[config.mk]
export PLATFORM = sky130hd
export DESIGN_NAME = avr_pin_change_port_flat
export DESIGN_NICKNAME = d
export VERILOG_FILES = /design/src/rtl/avr_pin_change_port_if.sv /design/src/rtl/avr_pin_change_port.sv /design/src/flat_wrapper.sv
export SDC_FILE = /design/constraint.sdc
export NUM_CORES = 1
export LEC_CHECK = 0
export CAP_MARGIN = 20
export CORE_MARGIN = 3
export CORE_UTILIZATION = 45
export DETAILED_ROUTE_END_ITERATION = 7
export PLACE_DENSITY_LB_ADDON = 0.2
export SLEW_MARGIN = 5
export SYNTH_ARGS = -nofsm -noshare
export SYNTH_HDL_FRONTEND = slang
export SYNTH_SLANG_ARGS = --single-unit
[constraint.sdc]
create_clock -name clk -period 4.5 [get_ports clk]
set_clock_uncertainty 0.15 [all_clocks]
set_input_delay 0.9 -clock clk [delete_from_list [all_inputs] [get_ports clk]]
set_output_delay 0.9 -clock clk [all_outputs]
set_load 0.02 [all_outputs]
[src/rtl/avr_pin_change_port_if.sv]
// Pin-change port bundle: core-side control/status plus the raw external pins.
// The core drives the controls (master); the port drives the results back (slave).
interface avr_pin_change_port_if #(
  parameter int WIDTH = 8
);
  logic [WIDTH-1:0] pin_in;
  logic [WIDTH-1:0] pc_mask;
  logic [1:0]       edge_sel;
  logic             irq_en;
  logic             flag_clr;
  logic [WIDTH-1:0] pin_val;
  logic [WIDTH-1:0] pc_bits;
  logic             pc_flag;
  logic             pc_irq;

  modport master (
    output pin_in,
    output pc_mask,
    output edge_sel,
    output irq_en,
    output flag_clr,
    input  pin_val,
    input  pc_bits,
    input  pc_flag,
    input  pc_irq
  );

  modport slave (
    input  pin_in,
    input  pc_mask,
    input  edge_sel,
    input  irq_en,
    input  flag_clr,
    output pin_val,
    output pc_bits,
    output pc_flag,
    output pc_irq
  );
endinterface

[src/rtl/avr_pin_change_port.sv]
// Synchronised AVR input port (PINx) with maskable per-bit edge capture
// and a single registered interrupt request.
module avr_pin_change_port #(
  parameter int WIDTH       = 8,
  parameter int SYNC_STAGES = 2
) (
  input  logic                  clk,
  input  logic                  rst,
  avr_pin_change_port_if.slave  bus
);

  localparam int CNT_W = $clog2(SYNC_STAGES + 2);
  localparam logic [CNT_W-1:0] SETTLE_LOAD = CNT_W'(SYNC_STAGES + 1);

  typedef enum logic [1:0] {
    EDGE_ANY  = 2'b00,
    EDGE_RISE = 2'b01,
    EDGE_FALL = 2'b10,
    EDGE_OFF  = 2'b11
  } edge_mode_e;

  generate
    if (WIDTH < 1 || WIDTH > 32) begin : g_bad_width
      $error("avr_pin_change_port: WIDTH must be in 1..32");
    end
    if (SYNC_STAGES < 2) begin : g_bad_sync
      $error("avr_pin_change_port: SYNC_STAGES must be >= 2");
    end
  endgenerate

  logic [WIDTH-1:0] sync_q [SYNC_STAGES];
  logic [WIDTH-1:0] prev_q;
  logic [WIDTH-1:0] pc_bits_q, pc_bits_d;
  logic             pc_flag_q, pc_flag_d;
  logic             pc_irq_q,  pc_irq_d;
  logic [CNT_W-1:0] settle_q,  settle_d;

  logic [WIDTH-1:0] pin_val;
  logic [WIDTH-1:0] raw_evt;
  logic [WIDTH-1:0] qual_evt;
  edge_mode_e       edge_mode;

  assign pin_val   = sync_q[SYNC_STAGES-1];
  assign edge_mode = edge_mode_e'(bus.edge_sel);

  always_comb begin
    raw_evt = '0;
    unique case (edge_mode)
      EDGE_ANY:  raw_evt = pin_val ^ prev_q;
      EDGE_RISE: raw_evt = pin_val & ~prev_q;
      EDGE_FALL: raw_evt = ~pin_val & prev_q;
      EDGE_OFF:  raw_evt = '0;
      default:   raw_evt = '0;
    endcase
  end

  // Events are ignored until the chain has flushed the all-zero reset state.
  always_comb begin
    qual_evt = '0;
    if (settle_q == '0) begin
      qual_evt = raw_evt & bus.pc_mask;
    end
  end

  // Set beats clear: a same-cycle event survives flag_clr.
  always_comb begin
    pc_bits_d = (bus.flag_clr ? '0 : pc_bits_q) | qual_evt;
    pc_flag_d = (bus.flag_clr ? 1'b0 : pc_flag_q) | (|qual_evt);
    pc_irq_d  = pc_flag_d & bus.irq_en;
    settle_d  = (settle_q == '0) ? '0 : settle_q - CNT_W'(1);
  end

  always_ff @(posedge clk) begin
    if (rst) begin
      for (int i = 0; i < SYNC_STAGES; i++) begin
        sync_q[i] <= '0;
      end
      prev_q    <= '0;
      pc_bits_q <= '0;
      pc_flag_q <= 1'b0;
      pc_irq_q  <= 1'b0;
      settle_q  <= SETTLE_LOAD;
    end else begin
      sync_q[0] <= bus.pin_in;
      for (int i = 1; i < SYNC_STAGES; i++) begin
        sync_q[i] <= sync_q[i-1];
      end
      prev_q    <= pin_val;
      pc_bits_q <= pc_bits_d;
      pc_flag_q <= pc_flag_d;
      pc_irq_q  <= pc_irq_d;
      settle_q  <= settle_d;
    end
  end

  assign bus.pin_val = pin_val;
  assign bus.pc_bits = pc_bits_q;
  assign bus.pc_flag = pc_flag_q;
  assign bus.pc_irq  = pc_irq_q;

endmodule

[src/flat_wrapper.sv]
// flat-port wrapper written by rule: the top's interface ports become plain ports
module avr_pin_change_port_flat 
#(
  parameter int WIDTH       = 8,
  parameter int SYNC_STAGES = 2
)
  (clk, rst, bus_pin_in, bus_pc_mask, bus_edge_sel, bus_irq_en, bus_flag_clr, bus_pin_val, bus_pc_bits, bus_pc_flag, bus_pc_irq);
  avr_pin_change_port_if #(.WIDTH(WIDTH)) bus_i ();
  input  logic clk;
  input  logic rst;
  input wire logic [$bits(bus_i.pin_in)-1:0] bus_pin_in;
  input wire logic [$bits(bus_i.pc_mask)-1:0] bus_pc_mask;
  input wire logic [$bits(bus_i.edge_sel)-1:0] bus_edge_sel;
  input wire logic [$bits(bus_i.irq_en)-1:0] bus_irq_en;
  input wire logic [$bits(bus_i.flag_clr)-1:0] bus_flag_clr;
  output wire logic [$bits(bus_i.pin_val)-1:0] bus_pin_val;
  output wire logic [$bits(bus_i.pc_bits)-1:0] bus_pc_bits;
  output wire logic [$bits(bus_i.pc_flag)-1:0] bus_pc_flag;
  output wire logic [$bits(bus_i.pc_irq)-1:0] bus_pc_irq;
  assign bus_i.pin_in = bus_pin_in;
  assign bus_i.pc_mask = bus_pc_mask;
  assign bus_i.edge_sel = bus_edge_sel;
  assign bus_i.irq_en = bus_irq_en;
  assign bus_i.flag_clr = bus_flag_clr;
  assign bus_pin_val = bus_i.pin_val;
  assign bus_pc_bits = bus_i.pc_bits;
  assign bus_pc_flag = bus_i.pc_flag;
  assign bus_pc_irq = bus_i.pc_irq;
  avr_pin_change_port #(.WIDTH(WIDTH), .SYNC_STAGES(SYNC_STAGES)) u_core (.clk(clk), .rst(rst), .bus(bus_i));
endmodule
Word-level counts from Yosys, hierarchy flattened:

Memory sizes are Yosys's and may differ from the RTL's.
Cells that the tools add are included.

* register bits after elaboration: 20
* bits in writable memories: 16
* bits of input ports: 22
* output and inout bits: 18
* word-level logic and storage cells: 34
* memories kept: 1

* add/sub/neg operators: 1
* eq/ne operators: 3
* multiplexer cells: 10
* bitwise gates (word level): 11
* reductions and logical operators: 3

Memory list
* u_core.sync_q: depth 2, width 8, rd ports 2, clocked after memory_dff 0, write ports 2, line avr_pin_change_port.sv:31 `logic [WIDTH-1:0] sync_q [SYNC_STAGES];`

Operator list (number)
* two-way mux 8 bit: 4
* one-hot mux 8 bit (4 select lines): 1
* bitwise AND 8 bit: 3
* NOT 8 bit: 2
* OR 8 bit: 1
* OR reduction 8 bit: 1
* bitwise XOR 8 bit: 1
* equality test 2 bit (second input constant): 2
* logical NOT 2 bit: 2
* two-way mux 1 bit: 4
* OR 1 bit: 3
* equality test 2 x 1 -> 1 bit (second input constant): 1
* two-way mux 2 bit: 1
* subtractor 2 x 1 -> 2 bit (second input constant): 1
* bitwise AND 1 bit: 1

Logic depth before layout (Yosys ltp):

Gate-level depths: netlist (run 1).

* word-level depth: 8
* depth in mapped cells: 7
* depth with buffers taken out: 7

Worst setup path after synthesis (run 1):

Ideal clock, no wire load.

* path type: input to register
* from: input port bus_edge_sel[1]
* to: register u_core.pc_flag_q, in the netlist u_core.bus.pc_flag
* library setup time: 0.071 ns
* arrival time: 1.946 ns
* data required time: 4.279 ns
* slack: 2.333 ns
* stages: 6
* path buffers: 1
* cell sequence: buf_2 -> nor2b_4 -> o41ai_4 -> a2111oi_1 -> a211o_1 -> a21oi_1

* longest elaborated chain between the ends: 6
* elaborated cells between the ends (all ways): 9
* classes of those cells: eq/ne (3); mux (2); bitwise (2); reduce/logical (2)

Ends and longest elaborated chain
* start, declared: line flat_wrapper.sv:13 `input wire logic [$bits(bus_i.edge_sel)-1:0] bus_edge_sel;`
* equality test 2 bit, or another cell as far along: line avr_pin_change_port.sv:48 `unique case (edge_mode)`
* one-hot mux 8 bit (4 select lines) (*): line avr_pin_change_port.sv:48
* bitwise AND 8 bit (*): line avr_pin_change_port.sv:61 `qual_evt = raw_evt & bus.pc_mask;`
* two-way mux 8 bit (*): line avr_pin_change_port.sv:60 `if (settle_q == '0) begin`
* OR reduction 8 bit (*): line avr_pin_change_port.sv:68 `pc_flag_d = (bus.flag_clr ? 1'b0 : pc_flag_q) | (|qual_evt);`
* OR 1 bit (*): line avr_pin_change_port.sv:68
* end signal, assigned: line avr_pin_change_port.sv:90 `pc_flag_q <= pc_flag_d;`
* end, declared: line avr_pin_change_port.sv:34 `logic pc_flag_q, pc_flag_d;`

Mark *: on every way between the ends. The rest lies on a longest branch, timed or not.
A chain may end at the register's enable or synchronous reset.

Worst setup path in the final report (run 1):

* from: input port bus_edge_sel[1]
* to: register u_core.pc_irq_q, in the netlist u_core.bus.pc_irq

* longest elaborated chain between the ends: 7
* elaborated cells between the ends (all ways): 10
* classes of those cells: eq/ne (3); mux (2); bitwise (3); reduce/logical (2)

Ends and longest elaborated chain
* equality test 2 bit, or another cell as far along: line avr_pin_change_port.sv:48
* one-hot mux 8 bit (4 select lines) (*): line avr_pin_change_port.sv:48
* bitwise AND 8 bit (*): line avr_pin_change_port.sv:61
* two-way mux 8 bit (*): line avr_pin_change_port.sv:60
* OR reduction 8 bit (*): line avr_pin_change_port.sv:68
* OR 1 bit (*): line avr_pin_change_port.sv:68
* bitwise AND 1 bit (*): line avr_pin_change_port.sv:69 `pc_irq_d = pc_flag_d & bus.irq_en;`
* end signal, assigned: line avr_pin_change_port.sv:91 `pc_irq_q <= pc_irq_d;`
* end, declared: line avr_pin_change_port.sv:35 `logic pc_irq_q, pc_irq_d;`

Marked as above.

==> results of run 1 <==
layer usage:
layer  part of all wire  GRT usage
met3              0.058     0.0394
met5                  0          0
met4              0.016     0.0893
met2               0.53      0.283
met1               0.40      0.167
flip-flops by register name, summed over array words and instances (netlist names):
| name | cells |
|---|---|
| u_core.sync_q | 16 |
| u_core.bus.pc_flag | 1 |
| u_core.bus.pc_bits | 8 |
| u_core.bus.pc_irq | 1 |
| u_core.prev_q | 8 |
| u_core.settle_q | 2 |
worst register-to-register path, stage by stage, from the launching register on:
cell and delay, ns:
dfxtp_1 0.37, inv_1 0.07, ha_1 0.29, and2b_1 0.15
o32ai_1 0.29, a2111oi_1 0.14, a211o_1 0.32, a21oi_1 0.14
power groups by stage:
stage	registers (mW)	clock network [mW]	logic, mW
2_1_floorplan	0.343	0	0.0504
3_3_place_gp	0.342	0	0.0792
3_5_place_dp	0.343	0	0.0845
4_1_cts	0.336	0.248	0.0849
5_1_grt	0.337	0.262	0.0931
6_report	0.336	0.241	0.0838
cells in the final DEF, fill, tap and decap left out:
cell type / netlist / layout
clkdlybuf4s50_1: 0 / 39
dfxtp_1: 36 / 36
nor2b_1: 34 / 34
inv_1: 25 / 25
ha_1: 16 / 16
nor2_1: 15 / 15
a21oi_1: 10 / 10
clkbuf_8: 0 / 7
nand4b_1: 6 / 6
o41ai_2: 5 / 5
nand2b_1: 5 / 5
nor2b_4: 2 / 2
a21o_1: 2 / 2
o32ai_1: 2 / 2
a2111oi_1: 2 / 2
and2b_1: 2 / 2
nand3_1: 2 / 2
o41ai_4: 1 / 1
a211o_1: 1 / 1
buf_16: 0 / 1
how the worst max path moves through the flow:
| stage | to | slack, ns | cells after the start |
|---|---|---|---|
| after floorplan | u_core.bus.pc_flag | 2.33 | 6 |
| after global placement | u_core.bus.pc_flag | 1.42 | 6 |
| after detailed placement | u_core.bus.pc_irq | 1.35 | 6 |
| after CTS | u_core.bus.pc_irq | 1.65 | 6 |
| after global routing | u_core.bus.pc_irq | 1.50 | 6 |
| final | u_core.bus.pc_irq | 1.68 | 6 |
kinds of logic (layout without fill, tap and decap cells):
group	count (synthesis)	in the layout	share of synthesized area
compound gates	23	23	0.126
fa+ha+maj	16	16	0.115
buf+inv	40	72	0.113
flops	36	36	0.413
simple gates	66	66	0.233
stage by stage:
step           total power, mW  cells
2_1_floorplan            0.393    181
3_3_place_gp             0.422    251
3_5_place_dp             0.427    252
4_1_cts                  0.668    259
5_1_grt                  0.691    259
6_report                 0.661    259
area by class of cell:
class / count / area [sq um] / share of cell area
inverters: 25 / 93.8 / 0.0424
clock buffers: 7 / 96.3 / 0.0436
multi-input cells: 105 / 826 / 0.373
repair buffers: 40 / 418 / 0.189
flip-flops and latches: 36 / 721 / 0.326
well taps: 46 / 57.6 / 0.0260
==> metrics.md, run 1 <==
| Metric | Value |
|---|---|
| Outcome | completed |
| Peak fanout along the critical path | 23 |
| Logic pwr share | 0.127 |
| Initial core utilization | 0.495 |
| Hold_ws | 0.287 ns |
| Hold Crit Start | u_core.sync_q[0][7] |
| Slew headroom | 0.529 |
| Flop pwr share | 0.508 |
| Average cell area after synthesis | 9.63 sq um |
| Design area | 2210 sq um |
| RSZ-0062 raised after global routing | false |
| Syn nets | 219 |
| Total grt overflow | 0 |
| FF-to-FF End | u_core.bus.pc_irq |
| DR pass1 iterations | 4 |
| Cts bufs inserted | 5 |
| Setup-failing EPs final | 0 |
| Final WL | 3.12 mm |
| Core footprint | 3520 sq um |
| Max cap viols | 0 |
| Full die area | 4660 sq um |
| Critical Path End Type | flop |
| Post-DR wirelength/cell | 12.0 microns |
| Gates resized, CTS repair | 0 |
| FF-to-FF Start | u_core.sync_q[0][13] |
| Number of synthesized flops with an enable pin | 0 |
| Fin nets | 251 |
| Clock buffer depth | 2 |
| Post-Synthesis Cells | 181 |
| Static Leakage | 0.900 nW |
| Initial antenna violation count | 0 |
| Vias/cell | 4.85 |
| Util after Layout | 0.628 |
| Tcrit/Tclk final | 0.626 |
| Dominant cells by area after synthesis | dfxtp_1 (41%), nor2b_1 (12%), ha_1 (11%), inv_1 (5.4%), o41ai_2 (4.7%) |
| Worst-Margin Slew | 0.704 ns |
| Netlist Area Pre-Place | 1740 sq um |
| Antenna cells | 0 |
| Count leader, synth | dfxtp_1 |
| Cell family with most CP delay | compound AO/OA/AOI/OAI gates |
| H-tree depth | 2 |
| Synth Register Bits | 36 |
| Power per cell area | 299 nW/um^2 |
| Sequential element share of the synthesized area | 0.413 |
| DR iter-0 viols | 53 |
| Fin. max-slew vios | 0 |
| Worst Setup SP | bus_edge_sel[1] |
| Worst R2R Path Depth | 7 |
| Post-route ant nets | 0 |
| Port Buffer Count | 39 |
| CTS tree | done |
| Peak VDD IR | 0.205 mV |
| Fraction of registers with async set or reset after synthesis | 0 |
| Post-DP HPWL | 2.45 mm |
| Clk slew on worst S/H paths | 0.07 ns |
| Largest stage delay, worst path | 0.83 ns |
| Placed instance area | 2120 sq um |
| Fin. Hold Viols | 0 |
| Vias | 1256 |
| Post-synth top area cell | dfxtp_1 |
| Residual DRC | 0 |
| Sw Share | 0.226 |
| FMAX | 355 MHz |
| Die Width | 68.2 microns |
| FF-to-FF setup slack | 2.50 ns |
| Worst hold stages | 1 |
| IO Pins | 40 |
| Clock share of power | 0.365 |
| # hold bufs at CTS | 0 |
| Post-route setup slack | 1.68 ns |
| Hold WC Path Type | reg2reg |
| Net load switching power | 149 uW |
| GR Util All Layers | 0.158 |
| CP startpoint kind | input pin |
| Vias in the first global route | 1321 |
| Layout cells sized above 1 | 0.0751 |
| Skew-Pair Late Insertion Delay | 0.28 ns |
| CP bufs+invs | 1 |
| Area grow syn2layout | 26.9% |
| Die Span Y | 68.2 microns |
| Commonest cells in the synthesized netlist | dfxtp_1 (36), nor2b_1 (34), inv_1 (25), ha_1 (16), nor2_1 (15) |
| Pre-CTS WS | 1.35 ns |
| First-pass GRT wire length | 5.44 mm |
| Required @ worst endpoint | 4.57 ns |
| Critical-path cell list | clkdlybuf4s50_1 -> and2b_1 -> o32ai_1 -> a2111oi_1 -> a211o_1 -> a21oi_1 |
| Setup TNS | 0 ns |
| Crit Path Class | in2reg |
| CP arrival | 2.89 ns |
| Post-route minimum period | 2.82 ns |
| GP Congestion | 0.746 |
| Slowest-stage cell, CP | clkdlybuf4s50_1 |
| Top FF cell, synth | dfxtp_1 |
| Cell Int Power | 512 uW |
| Top cell type's share of synthesized area | 0.413 |
| Root Driver | clkbuf_8 |
| Unique masters post-synth | 21 |
| Clock sink count | 36 |
| Setup bufs post-CTS | 0 |
| Largest net degree at the start of global routing | 24 |
| FP Rows | 21 |
| Fill count | 299 |
| Synth Warn # | 0 |
| Hold path endpoint | u_core.sync_q[0][15] |
(Power assumes the default switching activity.)
==> run 2, diff against run 1 <==
- clock period: 4.5 -> 2.61 ns (I/O delays scaled with it)
==> run 2 against run 1 <==
Sequential power increased by 72%. Critical path depth increased by 1. Die area unchanged. Flip-flop and latch count stayed put. Hold slack got worse by 0.0034 ns. Design area up 0.51%. Final cell count up 1.5%. Critical path type unchanged. Critical endpoint is now u_core.bus.pc_flag. Largest cell class unchanged. Highest routed layer unchanged.
==> metrics.md, run 2 (synthesis gave the netlist of run 1 again) <==
| Metric | Value |
|---|---|
| Clock share of power | 0.355 (-0.010) |
| Residual DRC | 0 (unchanged) |
| Gates resized, CTS repair | 0 (unchanged) |
| Max reg flops | 16 (unchanged) |
| Hold WC Path Type | reg2reg |
| Die Width | 68.2 microns (unchanged) |
| Logic pwr share | 0.130 (+0.003) |
| CTS tree | done |
| Critical Path End Type | flop |
| Worst setup endpoint | u_core.bus.pc_flag |
| IO Pins | 40 (unchanged) |
| Initial antenna violation count | 0 (unchanged) |
| Antenna cells | 0 (unchanged) |
| Worst-Margin Slew | 0.540 ns (-0.165 ns) |
| Peak VDD IR | 0.289 mV (+41%) |
| Core footprint | 3520 sq um (unchanged) |
| Port Buffer Count | 39 (unchanged) |
| FMAX | 459 MHz |
| Slowest-stage cell, CP | clkdlybuf4s50_1 |
| FF-to-FF End | u_core.bus.pc_flag |
| Cell Int Power | 859 uW (+68%) |
| CP arrival | 2.19 ns (-0.70 ns) |
| # hold bufs at CTS | 0 (unchanged) |
| Final WL | 3.14 mm (+0.55%) |
| Post-route ant nets | 0 (unchanged) |
| Root Driver | clkbuf_8 |
| Largest Register | u_core.sync_q |
| Commonest non-fill, non-tap cell in the layout | clkdlybuf4s50_1 |
| FP Rows | 21 (unchanged) |
| Power per cell area | 505 nW/um^2 (+69%) |
| Worst Setup SP | bus_edge_sel[1] |
| Static Leakage | 0.911 nW (+1.3%) |
| Wl on met1 | 1.30 mm (+5.7%) |
| Worst R2R Path Depth | 7 (unchanged) |
| Tcrit/Tclk final | 0.836 |
| Uppermost layer routed | met4 |
| Fin. max-slew vios | 0 (unchanged) |
| Vias/cell | 4.79 (-1.3%) |
| DR WL met2 | 1.62 mm (-2.0%) |
| GP Congestion | 0.783 (+5.0%) |
| RSZ-0062 raised after global routing | false |
| FF-to-FF Start | u_core.sync_q[0][13] |
| H-tree depth | 2 (unchanged) |
| Cts bufs inserted | 5 (unchanged) |
| Max cap viols | 0 (unchanged) |
| Initial core utilization | 0.495 (unchanged) |
| First-pass GRT wire length | 5.30 mm (-2.7%) |
| GR Util All Layers | 0.155 (-0.00302) |
| Clock buffer depth | 2 (unchanged) |
| Setup-failing EPs final | 0 (unchanged) |
| Vias in the first global route | 1311 (-0.76%) |
| Largest stage delay, worst path | 0.53 ns (-0.30 ns) |
| DR pass1 iterations | 4 (unchanged) |
| Full die area | 4660 sq um (unchanged) |
| Layout cells sized above 1 | 0.0922 (+0.0170) |
| Most frequent cells in the layout | clkdlybuf4s50_1 (39), dfxtp_1 (36), nor2b_1 (34) |
| FF-to-FF setup slack | 0.66 ns (-1.84 ns) |
| Clk slew on worst S/H paths | 0.07 ns (about the same) |
| Flop pwr share | 0.515 (+0.007) |
| Critical-path cell list | clkdlybuf4s50_1 -> buf_4 -> nor2b_1 -> o41ai_2 -> a2111oi_1 -> a211o_1 -> a21oi_1 |
| Post-DP HPWL | 2.43 mm (-0.70%) |
| Inst Count DP | 255 (+1.2%) |
| Largest net degree at the start of global routing | 37 (+54%) |
| Required @ worst endpoint | 2.62 ns (-1.95 ns) |
| Non-filler cells, final | 263 (+1.5%) |
| Vias | 1259 (+0.24%) |
| Setup TNS | 0 ns (unchanged) |
| DR iter-0 viols | 34 (-36%) |
| Post-DR wirelength/cell | 11.9 microns (-0.98%) |
| Met3 WL post-DR | 158 microns (-13%) |
| Net load switching power | 264 uW (+77%) |
| Skew-Pair Late Insertion Delay | 0.28 ns (about the same) |
| Area grow syn2layout | 27.6% |
| Fin nets | 254 (+1.2%) |
| Total grt overflow | 0 (unchanged) |
| Fill count | 293 (-2.0%) |
| Peak fanout along the critical path | 15 (-35%) |
| Post-route minimum period | 2.18 ns |
| Slew headroom | 0.639 (+0.110) |
| CP startpoint kind | input pin |
| Crit Path Class | in2reg |
| Sw Share | 0.235 (+0.00931) |
| Fin. Hold Viols | 0 (unchanged) |
| Clock sink count | 36 (unchanged) |
| Setup bufs post-CTS | 0 (unchanged) |
| Die Span Y | 68.2 microns (unchanged) |
| Outcome | completed |
run 2: cell count changes in the layout (fill, tap and decap cells not counted):
cell and change:
buf_12 +1, buf_4 +3, buf_16 -1, clkinv_2 +2
clkbuf_8 -1
run 2: worst min-delay path by stage:
stage                     cells past startpoint                 from                   end  slack [ns]
after floorplan                               1  u_core.sync_q[0][2]  u_core.sync_q[0][10]        0.26
after global placement                        1  u_core.sync_q[0][3]  u_core.sync_q[0][11]        0.27
after detailed placement                      1  u_core.sync_q[0][6]  u_core.sync_q[0][14]        0.27
after CTS                                     1  u_core.sync_q[0][6]  u_core.sync_q[0][14]        0.29
after global routing                          1  u_core.sync_q[0][6]  u_core.sync_q[0][14]        0.31
final                                         1  u_core.sync_q[0][4]  u_core.sync_q[0][12]        0.28
run 2: cell type report:
class                           count  area (sq um)  area share
Clock buffer                        6          82.6      0.0371
Clock inverter                      2          10.0     0.00450
Inverter                           25          93.8      0.0422
Multi-Input combinational cell    105           826       0.371
Sequential cell                    36           721       0.324
Tap cell                           46          57.6      0.0259
Timing Repair Buffer               43           433       0.195
run 2: per-stage QoR:
stage	hold slack, ns	utilization	setup WS [ns]	instance area, sq um	total power [mW]
final	0.284	0.631	0.429	2220	1.12
after global routing	0.309	0.631	0.210	2220	1.18
after CTS	0.289	0.631	0.422	2220	1.14
after detailed placement	0.272	0.605	0.131	2130	0.739
after global placement	0.267	0.605	0.154	2130	0.734
after floorplan	0.264	-	0.786	1740	0.678
run 2: routing by layer:
metal / vias up / GRT usage
li1: 641 / -
met1: 588 / 0.155
met2: 25 / 0.289
met3: 5 / 0.0509
met4: 0 / 0.0670
met5: - / 0
run 2: power by group through the flow:
stage / clock, mW / combinational [mW] / sequential (mW)
floorplan: 0 / 0.0869 / 0.591
global placement: 0 / 0.144 / 0.591
detailed placement: 0 / 0.147 / 0.592
CTS: 0.410 / 0.148 / 0.579
global route: 0.434 / 0.161 / 0.581
finish: 0.399 / 0.146 / 0.579
run 2: worst max-delay path, delay by kind of cell:
family / cells / cell delay, ns
AO/OA/AOI/OAI: 4 / 0.74
AND/OR/NAND/NOR: 1 / 0.20
buffers and inverters: 2 / 0.73
==> run 3, diff against run 2 <==
- CORE_UTILIZATION: 45 -> 44
- clock period: 2.61 -> 1.8 ns (I/O delays scaled with it)
==> run 3 against run 2 <==
The run now ends with negative setup slack left. First-iteration DRC count grew 53%. Setup slack lost 0.50 ns. Register-to-register slack lost 0.72 ns.
==> metrics.md, run 3 (synthesis gave the netlist of run 1 again) <==
| Metric | Value |
|---|---|
| Power per cell area | 662 nW/um^2 (+31%) |
| Layout cells sized above 1 | 0.318 (+0.225) |
| Initial antenna violation count | 0 (unchanged) |
| DR iter-0 viols | 52 (+53%) |
| Crit Path Class | in2reg |
| GP Congestion | 0.768 (-1.9%) |
| H-tree depth | 2 (unchanged) |
| First-pass GRT wire length | 6.50 mm (+23%) |
| Total grt overflow | 0 (unchanged) |
| Residual DRC | 0 (unchanged) |
| CP arrival | 1.95 ns (-0.24 ns) |
| Post-DR wirelength/cell | 14.4 microns (+21%) |
| Peak fanout along the critical path | 2 (-13) |
| Antenna cells | 0 (unchanged) |
| Util after Layout | 0.709 (+0.0774) |
| FMAX | 534 MHz |
| DR pass1 iterations | 4 (unchanged) |
| CP startpoint kind | input pin |
| Fin nets | 271 (+6.7%) |
| Root Driver | clkbuf_8 |
| Largest stage delay, worst path | 0.51 ns (-0.02 ns) |
| Cts bufs inserted | 5 (unchanged) |
| Critical Path End Type | flop |
| Max cap viols | 0 (unchanged) |
| Failing checks | negative setup slack |
| Vias in the first global route | 1456 (+11%) |
| Post-route minimum period | 1.87 ns |
| Peak VDD IR | 0.555 mV (+92%) |
| Max reg flops | 16 (unchanged) |
| Skew-Pair Late Insertion Delay | 0.28 ns (about the same) |
| CTS tree | done |
| Outcome | complete, but fails checks |
| Full die area | 4750 sq um (+2.1%) |
| Slowest-stage cell, CP | clkdlybuf4s50_1 |
| Worst-Margin Slew | 0.592 ns (+0.0528 ns) |
| Vias/cell | 4.96 (+3.6%) |
| Largest Register | u_core.sync_q |
| Fin. max-slew vios | 0 (unchanged) |
| Die Span Y | 68.9 microns (+1.0%) |
| Required @ worst endpoint | 1.87 ns (-0.75 ns) |
| Area grow syn2layout | 52.3% |
| IO Pins | 40 (unchanged) |
| FP Rows | 22 (+4.8%) |
| # hold bufs at CTS | 0 (unchanged) |
| Clk slew on worst S/H paths | 0.07 ns (about the same) |
| Vias | 1394 (+11%) |
| Die Width | 68.9 microns (+1.0%) |
| Critical-path cell list | clkdlybuf4s50_1 -> inv_1 -> o41ai_4 -> a2111oi_2 -> a211o_1 -> a21oi_2 |
| Setup-failing EPs final | 2 (+2) |
| RSZ-0062 raised after global routing | true |
| Fill count | 279 (-4.8%) |
| Fin. Hold Viols | 0 (unchanged) |
| Commonest non-fill, non-tap cell in the layout | nor2b_1 |
| GR Util All Layers | 0.191 (+0.0362) |
| Clock buffer depth | 2 (unchanged) |
| Non-filler cells, final | 281 (+6.8%) |
| Post-DP HPWL | 2.51 mm (+3.3%) |
| Hold WC Path Type | reg2reg |
| Most frequent cells in the layout | nor2b_1 (29), clkdlybuf4s50_1 (28), dfxtp_1 (23) |
| Post-route setup slack | -0.0733 ns (-0.502 ns) |
| Core footprint | 3740 sq um (+6.3%) |
| Inst Count DP | 270 (+5.9%) |
| Static Leakage | 1.17 nW (+28%) |
| Tcrit/Tclk final | 1.04 |
| Post-route ant nets | 0 (unchanged) |
| Largest net degree at the start of global routing | 37 (unchanged) |
| Setup TNS | -0.131 ns (-0.131 ns) |
| Clock sink count | 36 (unchanged) |
| Final WL | 4.06 mm (+29%) |
| Port Buffer Count | 39 (unchanged) |
| Initial core utilization | 0.466 (-0.0294) |
| Slew headroom | 0.604 (-0.0354) |
-- run 3: changes by cell type in the layout (fill, tap and decap cells not counted), moves of 6 or more --
cell and change:
ha_1 -6, inv_1 -6, ha_4 +6, dfxtp_2 +13, buf_4 +13, clkdlybuf4s50_1 -11
dlygate4sd2_1 +10, dfxtp_1 -13, inv_2 +6
-- run 3: layout make-up --
cell class              instances  area [sq um]  area share
flip-flops and latches         36           737       0.278
inverters                      25          93.8      0.0354
clock buffers                   7          96.3      0.0363
repair buffers                 60           624       0.235
well taps                      48          60.1      0.0226
multi-input cells             105          1040       0.393
-- run 3: report_power, final --
part           internal (mW)  leakage, nW  switching [mW]
clock                  0.340       0.0503           0.262
sequential             0.827        0.300          0.0159
combinational          0.174        0.819           0.137
-- run 3: path summary, 6_finish.rpt --
check | slack [ns] | from | endpoint | cells after the start
worst min register to register | 0.28 | u_core.sync_q[0][5] | u_core.sync_q[0][13] | 1
worst max-delay path | -0.07 | bus_pc_mask[2] | u_core.bus.pc_irq | 6
worst min-delay path | 0.28 | u_core.sync_q[0][5] | u_core.sync_q[0][13] | 1
worst max register to register | -0.06 | u_core.sync_q[0][10] | u_core.bus.pc_irq | 7
-- run 3: timing repair --
action,4_1_cts,5_1_grt
resized for setup,53,7
endpoints found under the setup margin,10,4
pin swaps,16,6
gates cloned,2,0
setup buffers,3,0
-- run 3: through the flow --
| stage | power, mW | setup slack (ns) | cell area [sq um] | hold slack, ns |
|---|---|---|---|---|
| 5_1_grt | 1.84 | -0.141 | 2650 | 0.302 |
| 3_5_place_dp | 1.10 | -0.483 | 2260 | 0.270 |
| 4_1_cts | 1.77 | -0.0162 | 2640 | 0.286 |
| 3_3_place_gp | 1.09 | -0.435 | 2260 | 0.272 |
| 6_report | 1.76 | -0.0733 | 2650 | 0.284 |
| 2_1_floorplan | 0.985 | 0.0254 | 1750 | 0.264 |
-- run 3: metal layers --
| layer | track usage | routed length, microns | vias up |
|---|---|---|---|
| met1 | 0.197 | 1570 | 656 |
| met5 | 0 | 0 | - |
| met3 | 0.0583 | 244 | 12 |
| met4 | 0.0998 | 106 | 0 |
| li1 | - | - | 678 |
| met2 | 0.345 | 2140 | 48 |
-- run 3: worst max-delay path, delay by kind of cell --
family          cells  cell delay, ns
compound gates      4            0.99
buf+inv             2            0.60
